### src/rtl/mips_ctrl_fsm_pkg.sv
// -----------------------------------------------------------------------------
// mips_ctrl_fsm_pkg
// Shared definitions for the multicycle MIPS control unit:
//   - opcode values decoded from instruction[31:26]
//   - ALU operation, ALUSrcB and PCSrc select codes driven to the datapath
//   - FSM state encoding (also visible on state_dbg)
//   - packed control word produced by the state decoder
// -----------------------------------------------------------------------------
package mips_ctrl_fsm_pkg;

  // Opcode field values
  localparam logic [5:0] OPC_R    = 6'b000000;
  localparam logic [5:0] OPC_LW   = 6'b100011;
  localparam logic [5:0] OPC_SW   = 6'b101011;
  localparam logic [5:0] OPC_BEQ  = 6'b000100;
  localparam logic [5:0] OPC_ADDI = 6'b001000;
  localparam logic [5:0] OPC_J    = 6'b000010;

  // ula_operation codes (consumed by ula_control)
  localparam logic [1:0] ULA_ADD   = 2'b00;
  localparam logic [1:0] ULA_SUB   = 2'b01;
  localparam logic [1:0] ULA_FUNCT = 2'b10;

  // ALUSrcB selects
  localparam logic [1:0] SRCB_RD2     = 2'b00;
  localparam logic [1:0] SRCB_FOUR    = 2'b01;
  localparam logic [1:0] SRCB_IMM     = 2'b10;
  localparam logic [1:0] SRCB_IMM_SH2 = 2'b11;

  // PCSrc selects
  localparam logic [1:0] PCSRC_ULA    = 2'b00;
  localparam logic [1:0] PCSRC_ALUOUT = 2'b01;
  localparam logic [1:0] PCSRC_JUMP   = 2'b10;

  // One state per instruction phase; encodings 12..15 are unused.
  typedef enum logic [3:0] {
    S_FETCH  = 4'd0,
    S_DECODE = 4'd1,
    S_MEMADR = 4'd2,
    S_MEMRD  = 4'd3,
    S_MEMWB  = 4'd4,
    S_MEMWR  = 4'd5,
    S_EXEC   = 4'd6,
    S_ALUWB  = 4'd7,
    S_ADDIEX = 4'd8,
    S_ADDIWB = 4'd9,
    S_BRANCH = 4'd10,
    S_JUMP   = 4'd11
  } state_e;

  // Full set of datapath controls for one cycle
  typedef struct packed {
    logic       iord;
    logic       mem_read;
    logic       mem_write;
    logic       ir_write;
    logic       reg_dst;
    logic       mem_to_reg;
    logic       reg_write;
    logic       alu_src_a;
    logic [1:0] alu_src_b;
    logic [1:0] ula_op;
    logic [1:0] pc_src;
    logic       pc_write;
    logic       instr_done;
    logic       illegal_op;
  } ctrl_t;

  // True for the six opcodes this control unit implements
  function automatic logic is_known_opcode(input logic [5:0] opc);
    return (opc == OPC_R)   || (opc == OPC_LW)   || (opc == OPC_SW) ||
           (opc == OPC_BEQ) || (opc == OPC_ADDI) || (opc == OPC_J);
  endfunction

endpackage

### src/rtl/mips_ctrl_decode.sv
// -----------------------------------------------------------------------------
// mips_ctrl_decode
// Combinational state -> control word decoder. Every field defaults to 0 and
// each state raises only the controls it needs. IRWrite/PCWrite/instr_done are
// the only fields that also depend on mem_ready or ula_zero.
// Ports:
//   state_i      current FSM state
//   opc_known_i  opcode is one of the implemented instructions
//   mem_ready_i  effective memory handshake (already forced high if unused)
//   ula_zero_i   ULA zero flag for beq
//   ctrl_o       control word for this cycle
// -----------------------------------------------------------------------------
module mips_ctrl_decode
  import mips_ctrl_fsm_pkg::*;
(
  input  state_e state_i,
  input  logic   opc_known_i,
  input  logic   mem_ready_i,
  input  logic   ula_zero_i,
  output ctrl_t  ctrl_o
);

  always_comb begin
    ctrl_o = '0;
    case (state_i)
      S_FETCH: begin
        // PC+4 is computed every FETCH cycle but only committed with the IR
        // once the memory returns the instruction.
        ctrl_o.mem_read  = 1'b1;
        ctrl_o.alu_src_b = SRCB_FOUR;
        ctrl_o.ula_op    = ULA_ADD;
        ctrl_o.pc_src    = PCSRC_ULA;
        ctrl_o.ir_write  = mem_ready_i;
        ctrl_o.pc_write  = mem_ready_i;
      end
      S_DECODE: begin
        // Branch target precompute: PC + (signext << 2) lands in ALUOut.
        ctrl_o.alu_src_b  = SRCB_IMM_SH2;
        ctrl_o.ula_op     = ULA_ADD;
        ctrl_o.illegal_op = ~opc_known_i;
      end
      S_MEMADR: begin
        ctrl_o.alu_src_a = 1'b1;
        ctrl_o.alu_src_b = SRCB_IMM;
        ctrl_o.ula_op    = ULA_ADD;
      end
      S_MEMRD: begin
        ctrl_o.mem_read = 1'b1;
        ctrl_o.iord     = 1'b1;
      end
      S_MEMWB: begin
        ctrl_o.mem_to_reg = 1'b1;
        ctrl_o.reg_write  = 1'b1;
        ctrl_o.instr_done = 1'b1;
      end
      S_MEMWR: begin
        ctrl_o.mem_write  = 1'b1;
        ctrl_o.iord       = 1'b1;
        ctrl_o.instr_done = mem_ready_i;
      end
      S_EXEC: begin
        ctrl_o.alu_src_a = 1'b1;
        ctrl_o.alu_src_b = SRCB_RD2;
        ctrl_o.ula_op    = ULA_FUNCT;
      end
      S_ALUWB: begin
        ctrl_o.reg_dst    = 1'b1;
        ctrl_o.reg_write  = 1'b1;
        ctrl_o.instr_done = 1'b1;
      end
      S_ADDIEX: begin
        ctrl_o.alu_src_a = 1'b1;
        ctrl_o.alu_src_b = SRCB_IMM;
        ctrl_o.ula_op    = ULA_ADD;
      end
      S_ADDIWB: begin
        ctrl_o.reg_write  = 1'b1;
        ctrl_o.instr_done = 1'b1;
      end
      S_BRANCH: begin
        // Compare rs-rt; PC is loaded from ALUOut only when they are equal.
        ctrl_o.alu_src_a  = 1'b1;
        ctrl_o.alu_src_b  = SRCB_RD2;
        ctrl_o.ula_op     = ULA_SUB;
        ctrl_o.pc_src     = PCSRC_ALUOUT;
        ctrl_o.pc_write   = ula_zero_i;
        ctrl_o.instr_done = 1'b1;
      end
      S_JUMP: begin
        ctrl_o.pc_src     = PCSRC_JUMP;
        ctrl_o.pc_write   = 1'b1;
        ctrl_o.instr_done = 1'b1;
      end
      default: ;
    endcase
  end

endmodule

### src/rtl/mips_ctrl_fsm.sv
// -----------------------------------------------------------------------------
// mips_ctrl_fsm
// Multicycle MIPS control unit. A Moore FSM walks each instruction through its
// phases (FETCH, DECODE, then an opcode-specific path) and drives every control
// input of the datapath. Memory phases wait on mem_ready.
// Ports:
//   clock, reset        rising-edge clock, asynchronous active-high reset
//   opcode              instruction[31:26] from the instruction register
//   mem_ready           memory finished the current read/write this cycle
//   ula_zero            ULA zero flag (beq compare)
//   IorD .. PCWrite     datapath mux selects and write enables
//   instr_done          pulse on the last cycle of each instruction
//   illegal_op          pulse in DECODE for an unimplemented opcode
//   state_dbg           current state encoding
// While reset is high every output is held at 0, so an aborted instruction
// can never leave a stray register or memory write behind.
// -----------------------------------------------------------------------------
module mips_ctrl_fsm
  import mips_ctrl_fsm_pkg::*;
#(
  parameter int OPC_W         = 6,
  parameter int STATE_W       = 4,
  parameter int USE_MEM_READY = 1
) (
  input  logic               clock,
  input  logic               reset,
  input  logic [OPC_W-1:0]   opcode,
  input  logic               mem_ready,
  input  logic               ula_zero,
  output logic               IorD,
  output logic               MemRead,
  output logic               MemWrite,
  output logic               IRWrite,
  output logic               RegDst,
  output logic               MemtoReg,
  output logic               RegWrite,
  output logic               ALUSrcA,
  output logic [1:0]         ALUSrcB,
  output logic [1:0]         ula_operation,
  output logic [1:0]         PCSrc,
  output logic               PCWrite,
  output logic               instr_done,
  output logic               illegal_op,
  output logic [STATE_W-1:0] state_dbg
);

  state_e     state_q;
  state_e     state_d;
  logic [5:0] opc;
  logic       mem_rdy;
  ctrl_t      ctrl;
  ctrl_t      ctrl_out;

  assign opc     = 6'(opcode);
  assign mem_rdy = (USE_MEM_READY == 0) ? 1'b1 : mem_ready;

  // State register
  always_ff @(posedge clock or posedge reset) begin
    if (reset) begin
      state_q <= S_FETCH;
    end else begin
      state_q <= state_d;
    end
  end

  // Next-state logic
  always_comb begin
    state_d = S_FETCH;
    case (state_q)
      S_FETCH:  state_d = mem_rdy ? S_DECODE : S_FETCH;
      S_DECODE: begin
        case (opc)
          OPC_LW, OPC_SW: state_d = S_MEMADR;
          OPC_R:          state_d = S_EXEC;
          OPC_ADDI:       state_d = S_ADDIEX;
          OPC_BEQ:        state_d = S_BRANCH;
          OPC_J:          state_d = S_JUMP;
          default:        state_d = S_FETCH;
        endcase
      end
      S_MEMADR: begin
        // The IR holds the opcode, so it still selects load vs store here;
        // anything else means the IR was disturbed and we restart.
        if (opc == OPC_LW) begin
          state_d = S_MEMRD;
        end else if (opc == OPC_SW) begin
          state_d = S_MEMWR;
        end else begin
          state_d = S_FETCH;
        end
      end
      S_MEMRD:  state_d = mem_rdy ? S_MEMWB : S_MEMRD;
      S_MEMWB:  state_d = S_FETCH;
      S_MEMWR:  state_d = mem_rdy ? S_FETCH : S_MEMWR;
      S_EXEC:   state_d = S_ALUWB;
      S_ALUWB:  state_d = S_FETCH;
      S_ADDIEX: state_d = S_ADDIWB;
      S_ADDIWB: state_d = S_FETCH;
      S_BRANCH: state_d = S_FETCH;
      S_JUMP:   state_d = S_FETCH;
      default:  state_d = S_FETCH;
    endcase
  end

  mips_ctrl_decode u_decode (
    .state_i     (state_q),
    .opc_known_i (is_known_opcode(opc)),
    .mem_ready_i (mem_rdy),
    .ula_zero_i  (ula_zero),
    .ctrl_o      (ctrl)
  );

  // Combinational reset gate: reset kills the write enables in the same
  // cycle it rises, not at the next clock edge.
  assign ctrl_out = reset ? '0 : ctrl;

  assign IorD          = ctrl_out.iord;
  assign MemRead       = ctrl_out.mem_read;
  assign MemWrite      = ctrl_out.mem_write;
  assign IRWrite       = ctrl_out.ir_write;
  assign RegDst        = ctrl_out.reg_dst;
  assign MemtoReg      = ctrl_out.mem_to_reg;
  assign RegWrite      = ctrl_out.reg_write;
  assign ALUSrcA       = ctrl_out.alu_src_a;
  assign ALUSrcB       = ctrl_out.alu_src_b;
  assign ula_operation = ctrl_out.ula_op;
  assign PCSrc         = ctrl_out.pc_src;
  assign PCWrite       = ctrl_out.pc_write;
  assign instr_done    = ctrl_out.instr_done;
  assign illegal_op    = ctrl_out.illegal_op;
  assign state_dbg     = reset ? '0 : STATE_W'(state_q);

endmodule

### config.mk
export PLATFORM = sky130hd
export DESIGN_NAME = mips_ctrl_fsm
export DESIGN_NICKNAME = d
export VERILOG_FILES = /design/src/rtl/mips_ctrl_fsm_pkg.sv /design/src/rtl/mips_ctrl_decode.sv /design/src/rtl/mips_ctrl_fsm.sv
export SDC_FILE = /design/constraint.sdc
export NUM_CORES = 1
export LEC_CHECK = 0
export BUFFER_PORTS_ARGS = -buffer_cell sky130_fd_sc_hd__clkbuf_2
export CELL_PAD_IN_SITES_DETAIL_PLACEMENT = 1
export CELL_PAD_IN_SITES_GLOBAL_PLACEMENT = 1
export CORE_UTILIZATION = 30
export CTS_BUF_LIST = sky130_fd_sc_hd__clkbuf_4 sky130_fd_sc_hd__clkbuf_8 sky130_fd_sc_hd__clkbuf_16
export CTS_CLUSTER_SIZE = 30
export DETAILED_ROUTE_END_ITERATION = 16
export PLACE_DENSITY_LB_ADDON = 0.1
export SYNTH_ARGS = -nofsm -noshare
export SYNTH_HDL_FRONTEND = slang
export SYNTH_SLANG_ARGS = --single-unit
### constraint.sdc
create_clock -name clock -period 1.8 [get_ports clock]
set_input_delay 0.18 -clock clock [delete_from_list [all_inputs] [get_ports clock]]
set_output_delay 0.18 -clock clock [all_outputs]
set_load 0.05 [all_outputs]
[After elaboration in Yosys (flattened, before gate mapping)]
Index checks and enable logic that the tools add are counted.
Word-level totals
  bits of input ports: 10
  register bits after elaboration: 4
  RAM bits: 0
  output and inout bits: 21
  latch bits: 0
  memories: 0
  memory bits (read-only): 0
  logic and storage cells: 53
Cells by class
  multipliers: 0
  $lt $le $gt $ge: 0
  muxes and demuxes: 21
  add/sub/neg operators: 0
  shifts and indexed selects: 0
  equality and inequality tests: 16
  divide/modulo/power cells: 0
  bitwise gates (word level): 1
  reductions and logical operators: 14
Operators with widths (count)
  one-hot mux 4 bit (5 select lines): 2
  one-hot mux 4 bit (7 select lines): 1
  2-to-1 mux 17 bit: 1
  equality test 4 x 3 -> 1 bit (second input constant): 4
  equality test 4 bit (second input constant): 4
  equality test 6 bit (second input constant): 2
  2-to-1 mux 3 bit: 4
  2-to-1 mux 1 bit: 10
  one-hot mux 3 bit (3 select lines): 1
  equality test 4 x 2 -> 1 bit (second input constant): 2
  OR reduction 2 bit: 4
  equality test 6 x 2 -> 1 bit (second input constant): 1
  equality test 6 x 3 -> 1 bit (second input constant): 1
  equality test 6 x 4 -> 1 bit (second input constant): 1
  logical NOT 6 bit: 1
  logical OR 1 bit: 5
  OR reduction 5 bit: 1
  equality test 4 x 1 -> 1 bit (second input constant): 1
  logical NOT 4 bit: 1
  2-to-1 mux 4 bit: 1
  OR reduction 4 bit: 1
  OR reduction 3 bit: 1
  one-hot mux 1 bit (2 select lines): 1
  inverter 1 bit: 1

[Logic depth before layout (Yosys ltp)]
Gate-level depths: netlist of run 1.
  word-level depth: 9
  gate-level depth with buffers: 5
  depth with buffers taken out: 4

[Hierarchy]
A second synthesis of run 1 with hierarchy kept.
Unflattened totals
  cells, all modules: 106
  area total of the unflattened synthesis: 758.2 µm²
By module, submodules not included
  mips_ctrl_fsm: times used 1, cells an instance 68, area each 533.0 µm², sequential area each 100.1 µm²
  mips_ctrl_decode: times used 1, cells an instance 38, area each 225.2 µm², sequential area each 0.0 µm²

[Worst setup path before layout of run 1]
Ideal clock, no wire load.
  kind: flip-flop to output port
  start: register state_q[3]
  end: output port IRWrite
  buffers on the path: 1
  data required time: 1620 ps
  path slack: -1202 ps
  arrival: 2822 ps
  cell stages (with the launch flop): 4
  cells stage by stage: dfrtp_1 buf_2 nor4_2 nor3b_1
On the way
  cells in the longest elaborated chain, start to end: 3
RTL lines
  start: declaration: line mips_ctrl_fsm.sv:47  | state_e state_q;
  start signal: assignment: line mips_ctrl_fsm.sv:62  | state_q <= state_d;
  logical NOT 4 bit: line mips_ctrl_decode.sv:25  | case (state_i)
  2-to-1 mux 1 bit: line mips_ctrl_decode.sv:25
  2-to-1 mux 17 bit: line mips_ctrl_fsm.sv:115  | assign ctrl_out = reset ? '0 : ctrl;
  end: declaration: line mips_ctrl_fsm.sv:33  | output logic IRWrite,
No other way between the ends.

[Worst setup path in the final report of run 1]
  start: register state_q[0]
  end: output port instr_done
On the way
  cells in the longest elaborated chain, start to end: 4
  elaborated cells on any way between the ends: 9
  classes of those cells: eq/ne (6); mux (2); reduce/logical (1)
RTL lines
  equality test 4 x 3 -> 1 bit / equality test 4 bit (equally long branches): line mips_ctrl_decode.sv:25
  OR reduction 5 bit (no source line)
  one-hot mux 1 bit (2 select lines) (*): line mips_ctrl_decode.sv:25
  2-to-1 mux 17 bit (*): line mips_ctrl_fsm.sv:115
  end: declaration: line mips_ctrl_fsm.sv:42  | output logic instr_done,
Mark *: on every way between the ends. The rest lies on a longest branch, timed or not.

==> metrics.sh, run 1 <==
CLOCKBUFFERDEPTH=2
TIMING.FINAL.SETUP_VIOLATIONS=0
ROUTE.DETAILED.DRC=0
CP_TOP_FAMILY='flip-flops'
SYNTH_AREA_PER_CELL_SQ_UM=6.89
POST-DP-HPWL_UM=1730
SYNTHESIS_TO_FINISH_AREA_GROWTH_PCT=62.4
ANT_NETS=0
WIRE_PER_INST_UM=16.2
PATH_MAX_FANOUT=14
GLOBALROUTETOTALUTIL_PCT=23.7
SLEW_HEADROOM_PCT=60.5
LARGEST_REG_FLOPS=4
DIE_X_UM=47.2
ROW_COUNT=15
HOLD_VIOL=0
CRIT_PATH_START_KIND='register'
COREAREA_SQ_MM=0.00182
POWER.IR.VDD_WORST_mV=0.288
CTS_TREE='built'
NETS=139
CRITICAL_PATH.CELL_CHAIN='and2b_1 -> a21oi_1 -> nor2_1 -> nor3_2 -> buf_6'
SYN-INSTANCE-COUNT=89
YOSYS.CELL_TYPES.COUNT=34
DRT_WL_TOTAL_UM=2470
YS_SEQ_ELEMENTS=4
TIMING.HOLD.WS_NS=0.0939
BIGGEST_REGISTERS_AFTER_LAYOUT='state_q x4'
MAXSLEWVIOLCOUNT=0
POST-ROUTE-PERIOD-UTIL_PCT=97.7
POST-ROUTE-MIN-PERIOD_NS=1.76
TYPE_OF_THE_SETUP_PATH_WITH_THE_LEAST_SLACK='reg -> out'
NUMCLOCKSINKS=4
SYNTH-WARNING-COUNT=0
MAXCAPVIOLCOUNT=0
TOTAL_LEAKAGE_POWER_nW=0.418
CLOCKROOTBUFFER='sky130_fd_sc_hd__clkbuf_4'
CTS_BUFFERS=3
VIAS=831
HTREEDEPTH=1
PLACEDINSTANCEAREA_SQ_UM=880
GRT_FIRST_PASS_WIRELENGTH_UM=3700
VIAS_IN_THE_FIRST_GLOBAL_ROUTE=763
CTS_HOLD_BUFFERS=0
DETAILEDROUTE.FIRSTITERATIONVIOLATIONS=11
CTS.CLK_SLEW.WORST_PATHS_NS=0.04
INSERTION_DELAY_NS=0.24
CRITICAL_PATH_DATA_REQUIRED_TIME_NS=1.62
POST_DRT_VIA_CELL_RATIO=5.47
START_UTIL_PCT=33.7
CRITICAL_PATH.N_BUFFERS_INVERTERS=1
FIN_WORST_SKEW_NS=0.00269
CP_SLOWEST_STAGE_DELAY_NS=0.51
WORSTSETUPENDPOINTTYPE='output port'
WORST_PIN_SLEW_NS=0.587
MAXIMUM_FREQUENCY_FROM_STATIC_TIMING_ANALYSIS_GHz=0.569
STATUS='finished, final reports clean'
POST-ROUTE-UTIL_PCT=54.7
FRACTION_OF_LAYOUT_CELLS_WITH_A_SIZE_SUFFIX_ABOVE_1_PCT=49.6
PIN_COUNT_OF_THE_BIGGEST_NET_ENTERING_GLOBAL_ROUTING=17
GRT_SETUP_UNREPAIRED='false'
GRT_OVERFLOW=0
FINALWEIGHTEDCONGESTION=0.824
DR.PASS1.ITERS=4
LARGEST-REGISTER='state_q'
WORSTPATHARRIVAL_NS=1.58
POST-LAYOUT-TOTAL-POWER_uW=512
POWER.DENSITY_mW_PER_MM2=514
MAPPEDNETLISTNETS=99
NETLIST_AREA_SQ_UM=613
DESIGN_AREA_SQ_UM=996
YOSYSSEQAREASHARE_PCT=16.3
TIMING.CRITICAL_PATH.SLOWEST_STAGE_CELL='sky130_fd_sc_hd__dfrtp_2'
TOTAL_DIE_AREA_SQ_MM=0.00223
HP-CLASS='in -> async'
FP.DIEH_UM=47.2
NUMBER_OF_ANTENNA_DIODES=0
INITIAL_ANTENNA_VIOLATION_COUNT=0
PLACE.PORT_BUFFERS=30
BOUNDARYPINS=31
## final timing paths
check / cells past startpoint / endpoint / from / slack (ns)
setup / recovery: 5 / instr_done / state_q[0] / 0.04
hold / removal: 3 / state_q[2] / reset / 0.09
setup reg to reg: 4 / state_q[0] / state_q[0] / 0.28
hold reg to reg: 1 / state_q[3] / state_q[2] / 0.56
max in group asynchronous: 3 / state_q[3] / reset / 1.58
min in group clock: 4 / state_q[1] / opcode[4] / 0.35
## through the flow
step | TNS, ns | instances | worst slack, ns
3_5_place_dp | 0 | 145 | 0.131
2_1_floorplan | -0.196 | 89 | -0.196
5_1_grt | 0 | 152 | 0.00291
4_1_cts | 0 | 150 | 0.00433
3_3_place_gp | 0 | 145 | 0.134
6_report | 0 | 152 | 0.0419
## cell usage after synthesis, drive strengths merged
master | n | share of area (%)
nand4b | 2 | 2.9
o311ai | 1 | 1.4
nor2b | 8 | 8.2
o21ai | 2 | 1.6
o311a | 1 | 1.6
a41oi | 1 | 1.4
nor2 | 16 | 9.8
a31o | 1 | 1.4
nor4 | 3 | 5.1
nor3 | 7 | 5.7
nor3b | 1 | 1.2
a2111oi | 1 | 1.6
o22a | 1 | 1.4
o21a | 1 | 1.2
buf | 6 | 4.9
nand2b | 5 | 5.1
a32o | 1 | 1.6
o211ai | 2 | 2.4
a22oi | 1 | 1.2
xnor2 | 1 | 1.4
a2111o | 1 | 1.8
nand3 | 2 | 1.6
o31ai | 1 | 1.2
inv | 2 | 1.2
nand3b | 3 | 3.7
nand2 | 6 | 3.7
xor2 | 1 | 1.4
a21boi | 1 | 1.2
a21oi | 4 | 3.9
dfrtp | 4 | 16
and2b | 2 | 2.4
## cell type report
cell class / count / area (sq um)
Fill cell: 239 / 825
Multi-Input combinational cell: 77 / 553
Timing Repair Buffer: 41 / 277
Sequential cell: 4 / 105
Tap cell: 25 / 31.3
Clock buffer: 3 / 22.5
Inverter: 2 / 7.51
## timing repair
action,CTS,global route
gates cloned,0,0
pin swaps,0,0
buffers inserted,2,2
endpoints found under the setup margin,13,13
resized for setup,11,16
## report_power, final
group / total, mW / leakage [nW] / internal [mW] / switching (mW)
combinational: 0.274 / 0.356 / 0.0987 / 0.175
clock: 0.116 / 0.0138 / 0.0749 / 0.0412
sequential: 0.122 / 0.0479 / 0.0975 / 0.0250
total: 0.512 / 0.418 / 0.271 / 0.241
## layout by cell type (no fill, tap or decap), drive strengths merged
cell type  count
nand4b         2
nor3           7
a31o           1
o311ai         1
a2111oi        1
o31ai          1
o22a           1
nor4           3
xnor2          1
o311a          1
o21ai          2
nand3b         3
and2b          2
buf           15
a32o           1
a2111o         1
dfrtp          4
inv            2
a22oi          1
o21a           1
nand2          6
nor2          16
a41oi          1
nor3b          1
clkbuf        29
a21oi          4
o211ai         2
xor2           1
nand3          2
nand2b         5
a21boi         1
nor2b          8
## layer usage
metal	vias up	wire [um]	GRT usage, %
met5	-	0	0
met1	403	1120	30.9
met2	19	1250	39.2
met3	7	60	3.85
met4	0	37	8.57
li1	402	-	-
## cell families (layout without fill, tap and decap cells)
group,Yosys count,count (layout),share of synthesized area [%]
and+or+nand+nor,55,55,49.4
AOI/OAI and AO/OA,20,20,25.3
xor gates and xnor gates,2,2,2.86
DFF,4,4,16.3
buffers and inverters,8,46,6.12
## worst reg2reg max path, delay by kind of cell (launching register included)
| kind | cells | cell delay, ns |
|---|---|---|
| and+or+nand+nor | 2 | 0.51 |
| AOI/OAI and AO/OA | 2 | 0.38 |
| DFF | 1 | 0.53 |
No activity file was read; power rests on OpenSTA's default activity.
==> run 2, diff against run 1 <==
--- a/config.mk
+++ b/config.mk
@@ -5,7 +5,7 @@
 export SDC_FILE = /design/constraint.sdc
 export NUM_CORES = 1
 export LEC_CHECK = 0
-export BUFFER_PORTS_ARGS = -buffer_cell sky130_fd_sc_hd__clkbuf_2
+export BUFFER_PORTS_ARGS = -buffer_cell sky130_fd_sc_hd__buf_2
 export CELL_PAD_IN_SITES_DETAIL_PLACEMENT = 1
 export CELL_PAD_IN_SITES_GLOBAL_PLACEMENT = 1
 export CORE_UTILIZATION = 30
==> metrics.sh, run 2 (synthesis results as in run 1) <==
LAYOUT.CELLS.MOST_COMMON='sky130_fd_sc_hd__buf_2'
POST-ROUTE-MIN-PERIOD_NS=1.78  # +0.0200 ns
POWER.DENSITY_mW_PER_MM2=522  # +1.4%
GRT_SETUP_UNREPAIRED='true'
BOUNDARYPINS=31  # unchanged
START_UTIL_PCT=33.7  # unchanged
FINAL.FILL_COUNT=246  # +2.9%
TYPE_OF_THE_SETUP_PATH_WITH_THE_LEAST_SLACK='reg -> out'
HTREEDEPTH=1  # unchanged
POST-ROUTE-PERIOD-UTIL_PCT=98.8  # +1.1 points
HP-CLASS='in -> async'
POST-ROUTE-WORST-SETUP-SLACK_NS=0.0219  # -0.0200 ns
DRT_WL_TOTAL_UM=2460  # -0.32%
DR.PASS1.ITERS=4  # unchanged
POST-LAYOUT-TOTAL-POWER_uW=518  # +1.0%
WORSTPATHARRIVAL_NS=1.60  # +0.02 ns
PATH_MAX_FANOUT=8  # -6
FP.DIEH_UM=47.2  # unchanged
NUMCLOCKSINKS=4  # unchanged
CTS_HOLD_BUFFERS=0  # unchanged
SEQ_AREA_SQ_UM=104  # -1.2%
WORST_PIN_SLEW_NS=0.517  # -0.0695 ns
DPL_WS_NS=0.145  # +0.0137 ns
ANT_NETS=0  # unchanged
COREAREA_SQ_MM=0.00182  # unchanged
PIN_COUNT_OF_THE_BIGGEST_NET_ENTERING_GLOBAL_ROUTING=17  # unchanged
INSERTION_DELAY_NS=0.24  # about the same
PLACE.PORT_BUFFERS=30  # unchanged
CRIT_PATH_START_KIND='register'
WIRE_PER_INST_UM=15.8  # -2.9%
FIN_WORST_SKEW_NS=0.00638  # +0.00369 ns
POST-DP-HPWL_UM=1740  # +0.65%
DETAILEDROUTE.FIRSTITERATIONVIOLATIONS=9  # -2
POWER.IR.VDD_WORST_mV=0.237  # -18%
ROW_COUNT=15  # unchanged
DIE_X_UM=47.2  # unchanged
SLEW_HEADROOM_PCT=65.2  # +4.7 points
WORSTSETUPENDPOINTTYPE='output port'
VIAS_IN_THE_FIRST_GLOBAL_ROUTE=721  # -5.5%
POST_DRT_VIA_CELL_RATIO=5.36  # -2.0%
HOLD_VIOL=0  # unchanged
CLOCKROOTBUFFER='sky130_fd_sc_hd__clkbuf_4'
MAXIMUM_FREQUENCY_FROM_STATIC_TIMING_ANALYSIS_GHz=0.562  # -1.1%
MULTIINPUTGATEAREA_SQ_UM=541  # -2.3%
MAXSLEWVIOLCOUNT=0  # unchanged
INITIAL_ANTENNA_VIOLATION_COUNT=0  # unchanged
CTS.CLK_SLEW.WORST_PATHS_NS=0.04  # about the same
CLOCKBUFFERDEPTH=2  # unchanged
TOTAL_DIE_AREA_SQ_MM=0.00223  # unchanged
NUMBER_OF_ANTENNA_DIODES=0  # unchanged
GRT_OVERFLOW=0  # unchanged
NETS=143  # +2.9%
BIGGEST_REGISTERS_AFTER_LAYOUT='state_q x4'
VIAS=836  # +0.60%
LAYOUT.CELLS.MOST_COMMON_LIST='sky130_fd_sc_hd__buf_2, sky130_fd_sc_hd__buf_4, sky130_fd_sc_hd__nor2_1'
SYNTHESIS_TO_FINISH_AREA_GROWTH_PCT=61.8
MAXCAPVIOLCOUNT=0  # unchanged
FRACTION_OF_LAYOUT_CELLS_WITH_A_SIZE_SUFFIX_ABOVE_1_PCT=48.1  # -1.5 points
LARGEST_REG_FLOPS=4  # unchanged
TIMING.HOLD.WS_NS=0.0291  # -0.0648 ns
FINALWEIGHTEDCONGESTION=0.836  # +1.4%
FINALSETUPTNS_NS=0  # unchanged
LARGEST-REGISTER='state_q'
ROUTE.DETAILED.DRC=0  # unchanged
CRITICAL_PATH_DATA_REQUIRED_TIME_NS=1.62  # about the same
STATUS='finished, final reports clean'
GLOBALROUTETOTALUTIL_PCT=22.6  # -1.0 points
TOTAL_LEAKAGE_POWER_nW=0.444  # +6.2%
GRT_FIRST_PASS_WIRELENGTH_UM=3490  # -5.6%
CTS_TREE='built'
TIMING.FINAL.SETUP_VIOLATIONS=0  # unchanged
CTS_BUFFERS=3  # unchanged
## run 2: cell count changes in the layout (fill, tap and decap cells not counted), moves of 2 or more
cell | previous run | this run
sky130_fd_sc_hd__buf_2 | 1 | 25
sky130_fd_sc_hd__clkbuf_2 | 21 | 0
sky130_fd_sc_hd__clkbuf_4 | 6 | 4
sky130_fd_sc_hd__buf_4 | 11 | 16
sky130_fd_sc_hd__clkbuf_8 | 2 | 0
## run 2: worst paths after layout
kind	cells past startpoint	end	slack, ns	startpoint
min	3	state_q[0]	0.03	reset
min reg2reg	2	state_q[2]	0.72	state_q[3]
max	5	RegWrite	0.02	state_q[3]
max reg2reg	5	state_q[0]	0.40	state_q[0]
max in group asynchronous	3	state_q[1]	1.64	reset
min in group clock	4	state_q[1]	0.35	opcode[4]
## run 2: per-stage QoR
step           utilization (%)  area, sq um  instances
3_3_place_gp              49.1          895        147
6_report                  54.5          992        156
3_5_place_dp              49.1          895        147
4_1_cts                   51.2          932        150
2_1_floorplan                -          676         89
5_1_grt                   54.5          992        156
## run 2: per-layer routing
layer	vias up	part of all wire (%)	track usage, %
met3	2	3.1	2.31
met2	20	53	38.1
li1	411	-	-
met4	0	0.33	8.57
met1	403	43	29.7
met5	-	0	0
## run 2: layout make-up
class                           instances  share of cell area [%]
Sequential cell                         4                    10.5
Multi-Input combinational cell         77                    54.5
Inverter                                2                   0.757
Timing Repair Buffer                   45                    28.9
Tap cell                               25                    3.15
Clock buffer                            3                    2.27
## run 2: repair_timing
action / CTS / global route
resized for setup: 7 / 6
setup buffers: 0 / 6
setup endpoints to repair: 11 / 9
## run 2: worst max-delay path: stages, from the launching register on
cell	delay, ns
sky130_fd_sc_hd__dfrtp_2	0.45
sky130_fd_sc_hd__nand2b_1	0.23
sky130_fd_sc_hd__o21a_1	0.21
sky130_fd_sc_hd__o22a_1	0.18
sky130_fd_sc_hd__nor2_1	0.11
sky130_fd_sc_hd__buf_6	0.17
## run 2: power by group
group          leakage (nW)  total, mW  internal, mW  switching (mW)
Combinational         0.381      0.287         0.104           0.183
Sequential           0.0496      0.113        0.0975          0.0154
Clock                0.0138      0.118        0.0750          0.0426
Total                 0.444      0.518         0.276           0.241
